$ cat src/rtl/rcb_spi_regs.sv
// rcb_spi_regs: SPI-facing register bank (ID, scratch, ctrl, status, cmd, counters).
// Optional watchdog on CTRL[31] built when RCB_REGS_WDOG_EN is defined.
module rcb_spi_regs #(
  parameter logic [31:0] FPGA_ID     = 32'h5243_4200,
  parameter logic [31:0] FPGA_VER    = 32'h0000_0100,
  parameter logic [31:0] WDOG_CYCLES = 32'd100_000_000
) (
  input  logic        clk_100m,
  input  logic        rst,
  input  logic [15:0] addr,
  input  logic        addr_rdy,
  input  logic [31:0] data_mosi,
  input  logic        data_mosi_rdy,
  output logic [31:0] data_miso,
  input  logic [15:0] status_in,
  input  logic [14:0] event_in,
  output logic [31:0] ctrl_out,
  output logic [31:0] cmd_pulse
);

  localparam logic [15:0] A_ID   = 16'h0000;
  localparam logic [15:0] A_VER  = 16'h0001;
  localparam logic [15:0] A_SCR  = 16'h0002;
  localparam logic [15:0] A_CTRL = 16'h0003;
  localparam logic [15:0] A_STAT = 16'h0004;
  localparam logic [15:0] A_CMD  = 16'h0005;
  localparam logic [15:0] A_WCNT = 16'h0006;
  localparam logic [15:0] A_ECNT = 16'h0007;

  logic        rd_pend;
  logic [31:0] scratch;
  logic [31:0] ctrl;
  logic [14:0] sticky;
  logic        wd_trip;
  logic        wd_fire;
  logic [31:0] wr_cnt;
  logic [15:0] err_cnt;
  logic [31:0] rd_data;
  logic        unmapped;
  logic        wr_scr;
  logic        wr_ctrl;
  logic        wr_stat;
  logic        wr_cmd;
  logic        wr_ecnt;
  logic        wr_bad;
  logic        rd_bad;
  logic [1:0]  err_inc;
  logic [16:0] err_sum;

  assign unmapped = (addr > A_ECNT);
  assign wr_scr   = data_mosi_rdy && (addr == A_SCR);
  assign wr_ctrl  = data_mosi_rdy && (addr == A_CTRL);
  assign wr_stat  = data_mosi_rdy && (addr == A_STAT);
  assign wr_cmd   = data_mosi_rdy && (addr == A_CMD);
  assign wr_ecnt  = data_mosi_rdy && (addr == A_ECNT);
  assign wr_bad   = data_mosi_rdy && unmapped;
  assign rd_bad   = rd_pend && unmapped;
  assign err_inc  = {1'b0, wr_bad} + {1'b0, rd_bad};
  assign err_sum  = {1'b0, err_cnt} + {15'd0, err_inc};

  assign ctrl_out = ctrl;

  always_comb begin
    rd_data = 32'hDEAD_BEEF;
    unique case (1'b1)
      addr == A_ID:   rd_data = FPGA_ID;
      addr == A_VER:  rd_data = FPGA_VER;
      addr == A_SCR:  rd_data = scratch;
      addr == A_CTRL: rd_data = ctrl;
      addr == A_STAT: rd_data = {wd_trip, sticky, status_in};
      addr == A_CMD:  rd_data = 32'd0;
      addr == A_WCNT: rd_data = wr_cnt;
      addr == A_ECNT: rd_data = {16'd0, err_cnt};
      default:        rd_data = 32'hDEAD_BEEF;
    endcase
  end

  // addr lags addr_rdy by one cycle, so decode happens on the following cycle
  always_ff @(posedge clk_100m) begin
    if (rst) begin
      rd_pend   <= 1'b0;
      data_miso <= 32'd0;
    end else begin
      rd_pend <= addr_rdy;
      if (rd_pend) data_miso <= rd_data;
    end
  end

  always_ff @(posedge clk_100m) begin
    if (rst) begin
      scratch   <= 32'd0;
      ctrl      <= 32'd0;
      cmd_pulse <= 32'd0;
      wr_cnt    <= 32'd0;
    end else begin
      if (wr_scr) scratch <= data_mosi;
      if (wd_fire) ctrl <= 32'd0;
      else if (wr_ctrl) ctrl <= data_mosi;
      cmd_pulse <= wr_cmd ? data_mosi : 32'd0;
      if (data_mosi_rdy) wr_cnt <= wr_cnt + 32'd1;
    end
  end

  // set beats clear: the event term is ORed in after the W1C mask
  always_ff @(posedge clk_100m) begin
    if (rst) begin
      sticky <= 15'd0;
    end else begin
      sticky <= (sticky & ~(wr_stat ? data_mosi[30:16] : 15'd0)) | event_in;
    end
  end

  always_ff @(posedge clk_100m) begin
    if (rst) begin
      err_cnt <= 16'd0;
    end else if (wr_ecnt) begin
      err_cnt <= 16'd0;
    end else begin
      err_cnt <= err_sum[16] ? 16'hFFFF : err_sum[15:0];
    end
  end

`ifdef RCB_REGS_WDOG_EN
  logic [31:0] wd_cnt;
  logic        wd_reload;

  assign wd_reload = data_mosi_rdy && (wr_scr || wr_ctrl || wr_stat || wr_cmd || wr_ecnt);
  assign wd_fire   = !wd_reload && ctrl[31] && (wd_cnt == WDOG_CYCLES - 32'd1);

  always_ff @(posedge clk_100m) begin
    if (rst) begin
      wd_cnt <= 32'd0;
    end else if (wd_reload || !ctrl[31] || wd_fire) begin
      wd_cnt <= 32'd0;
    end else begin
      wd_cnt <= wd_cnt + 32'd1;
    end
  end

  always_ff @(posedge clk_100m) begin
    if (rst) begin
      wd_trip <= 1'b0;
    end else if (wd_fire) begin
      wd_trip <= 1'b1;
    end else if (wr_stat && data_mosi[31]) begin
      wd_trip <= 1'b0;
    end
  end
`else
  assign wd_fire = 1'b0;
  assign wd_trip = (WDOG_CYCLES == 32'd0) & 1'b0;
`endif

endmodule

$ cat config.mk
export PLATFORM = sky130hd
export DESIGN_NAME = rcb_spi_regs
export DESIGN_NICKNAME = d
export VERILOG_FILES = /design/src/rtl/rcb_spi_regs.sv
export SDC_FILE = /design/constraint.sdc
export NUM_CORES = 1
export LEC_CHECK = 0
export BUFFER_PORTS_ARGS = -buffer_cell sky130_fd_sc_hd__buf_2
export CAP_MARGIN = 25
export CELL_PAD_IN_SITES_DETAIL_PLACEMENT = 0
export CELL_PAD_IN_SITES_GLOBAL_PLACEMENT = 1
export CORE_MARGIN = 2
export CORE_UTILIZATION = 40
export DETAILED_ROUTE_END_ITERATION = 6
export PLACE_DENSITY = 0.77
export SYNTH_ARGS = -nofsm -noshare
export SYNTH_HDL_FRONTEND = slang
export SYNTH_SLANG_ARGS = --single-unit
$ cat constraint.sdc
create_clock -name clk_100m -period 3.3 [get_ports clk_100m]
set_clock_uncertainty 0.1 [all_clocks]
set_input_delay 0.165 -clock clk_100m [delete_from_list [all_inputs] [get_ports clk_100m]]
set_output_delay 0.165 -clock clk_100m [all_outputs]
set_load 0.005 [all_outputs]
==> metrics <==
status complete, no violations; Post-synth EDFFs 0; Worst Path Arrival 2.71 ns; r2r setup slk 0.85 ns; First-pass DRT Iterations 5; R2R Path Start err_cnt[0]; Min-Delay Endpoint wr_cnt[0]; asr flop ratio synth 0%; wire length per cell 18.0 microns; syn nets 1031; gr ovfl total 0; Reg area 0.00384 sq mm; Setup CP Type reg -> reg; clock tree buffer depth 2; dpl ws 0.613 ns; Critical path buffers and inverters 3; post-CTS setup buffer count 0; pin count of the biggest net entering global routing 58; Total GRT Usage 24.2%; Slew @ Worst Pin 0.743 ns; Cells after Synth 945; diode count 0; CTS resizes 0; area occupied by multi-input gates 0.00391 sq mm; CP Launch Type flip-flop; minimum clock period 2.45 ns; Reg-to-Reg End err_cnt[0]; hold_buf cts 63; via count 7469; fin worst setup slack 0.849 ns; Routed WL 25900 microns; Initial Util 41.1%; relative slew slack 49.7%; Reg2Reg Depth 9; mapped cell area 0.00807 sq mm; Clock Sinks 192; Post-synth top flop dfxtp_1; Worst-path clk slew 0.07 ns; final core utilization 52.9%; # IOs 179; crit path max-delay cell type fa_1; final hold violations 0; Worst Path Required 3.56 ns; DRC 0; TritonCTS Buffers 17; crit-path cells inv_1, fa_1, inv_1, ha_1, nand4_1, nor3_1, buf_4, nand3_1, a21oi_1; Hold Startpoint data_mosi_rdy; DP Wirelength 18000 microns; RSZ-0062 raised after global routing no; number of global-route vias before repair 7061; Avg Inst Size Synth 8.54 sq um; Layout area overhead 28.9%; GPL Wtd Cong 0.814; power density over the cells 460 mW/mm^2; initial drt markers 552; Die W 146 microns; first-pass GRT wire length 40900 microns; clk root buf clkbuf_16; Final Max Slew Viols 0; post-synthesis sequential area ratio 47.6%; Max rail drop VDD 334 uV; Max-Cap Viols 0; dominant cell type by area after synthesis dfxtp_1; worst hold stages 3; PortBufs 178; CP Capture Type flip-flop; Worst-Skew Late Latency 0.44 ns; H-tree levels 4; CTS tree built; Worst Hold Class in -> reg; Via-to-Cell Ratio 5.18; setup violators final 0; layout cells sized above 1 21.1%; Post-DRT Antenna Nets 0; fin crit share 74.3%; Site Rows 51; worst hold slack 0.0862 ns; Setup TNS 0 ns; initial antenna violation count 0; share of the synthesized area in the top cell type 47.6%; LEAKAGE 4.22 nW; full die area 0.0213 sq mm; crit path max fanout 13; Unique masters post-synth 53; Filler Cell Count 1913; synth top area cells dfxtp_1 48%, nand2_1 8.0%, a21oi_1 6.6%, nor2_1 4.6%, a211oi_1 3.6%; Top cell by count, worst path inv_1; fin nets 1250; Max Fclk 408 MHz; synthesized flop and latch total 192; Synth Warn # 0; Tot Pwr 4.78 mW; CP peak stage delay 0.43 ns; core area 0.0197 sq mm; cell family with most CP delay simple AND/OR/NAND/NOR gates; die height 146 microns
-- cell usage after synthesis, types with 2 or more instances --
master     count
clkbuf_1      29
a2111oi_0      2
nor2b_1        4
and2_1        34
buf_4          7
clkbuf_2       3
nor3_1         7
nand2_1      173
a22oi_1        8
ha_1           2
nand2b_1       3
o22ai_1        5
nor4_1         3
buf_2         22
and3_1        12
xor2_1        23
a31oi_1        2
nor2_1        98
a22o_1        22
o21ai_1        2
nand4_1       15
a211oi_1      39
mux2i_1       28
buf_1          2
nand3_1       34
xnor2_1       14
nor3b_2        2
a311oi_1       2
inv_1          8
a21oi_1      106
dfxtp_1      192
o21ai_0        8
and4_1         8
nor4_4         4
or3_1          4
-- how the worst max path moves through the flow --
stage               startpoint           to  slack (ns)  cells after the start
detailed placement    addr[14]   err_cnt[1]        0.61                     12
global route        err_cnt[0]  err_cnt[13]        0.50                      9
CTS                 err_cnt[0]   err_cnt[0]        0.85                      9
floorplan              rd_pend   err_cnt[2]        0.46                     11
finish              err_cnt[0]   err_cnt[0]        0.85                      9
global placement      addr[14]   err_cnt[1]        0.66                     12
-- flip-flops by register name, indices dropped and copies added (netlist names) --
name / cells
err_cnt: 16
rd_pend: 1
cmd_pulse: 32
scratch: 32
wr_cnt: 32
sticky: 15
ctrl_out: 32
data_miso: 32
-- worst reg2reg max path: cells and delay by family (launching register included) --
kind | cells | cell delay (ns)
adder cells (fa/ha/maj) | 2 | 0.64
AO/OA/AOI/OAI | 1 | 0.27
AND/OR/NAND/NOR | 3 | 0.75
buffers and inverters | 3 | 0.29
flip-flops | 1 | 0.33
-- stage by stage --
| stage | cells | cell area, sq um |
|---|---|---|
| floorplan | 945 | 8070 |
| global placement | 1346 | 9180 |
| detailed placement | 1346 | 9180 |
| CTS | 1441 | 10400 |
| global route | 1442 | 10400 |
| finish | 1442 | 10400 |
-- cells by family (layout without fill, tap and decap cells) --
logic type / Yosys count / in the layout / synth area share [%]
AOI/OAI and AO/OA: 202 / 202 / 15.7
xor gates and xnor gates: 37 / 37 / 4.02
adders and majority gates: 3 / 3 / 0.558
buffers and inverters: 71 / 303 / 4.02
DFF: 192 / 192 / 47.6
muxes: 29 / 29 / 3.61
and+or+nand+nor: 411 / 411 / 24.5
-- final cells by class --
type / count / share of cell area, %
Clock inverter: 15 / 1.52
Timing Repair Buffer: 263 / 16.3
Sequential cell: 192 / 37.0
Tap cell: 265 / 3.19
Clock buffer: 17 / 4.09
Multi-Input combinational cell: 682 / 37.6
Inverter: 8 / 0.289
-- where the power goes --
part           switching, mW  internal [mW]
Sequential            0.0273           2.36
Clock                  0.983           1.07
Combinational          0.185          0.160
-- metal layers --
layer	wire length [microns]	part of all wire, %	up-vias	global-route usage [%]
li1	-	-	3704	-
met1	12600	49	3511	35.2
met2	11400	44	227	36.6
met3	1540	5.9	27	4.78
met4	400	1.5	0	6.84
met5	0	0	-	0
-- placed cells by master, fill, tap and decap left out, types with 12 or more instances in the layout --
| cell type | Yosys | layout |
|---|---|---|
| dlygate4sd3_1 | 0 | 63 |
| xor2_1 | 23 | 23 |
| buf_4 | 7 | 21 |
| mux2i_1 | 28 | 28 |
| nor2_1 | 98 | 97 |
| nand4_1 | 15 | 15 |
| a211oi_1 | 39 | 39 |
| a21oi_1 | 106 | 106 |
| and2_1 | 34 | 34 |
| nand3_1 | 34 | 34 |
| xnor2_1 | 14 | 14 |
| and3_1 | 12 | 12 |
| a22o_1 | 22 | 22 |
| buf_2 | 22 | 177 |
| nand2_1 | 173 | 173 |
| dfxtp_1 | 192 | 192 |
| clkbuf_16 | 0 | 17 |
Note: power is estimated with default switching activity, not from simulation.
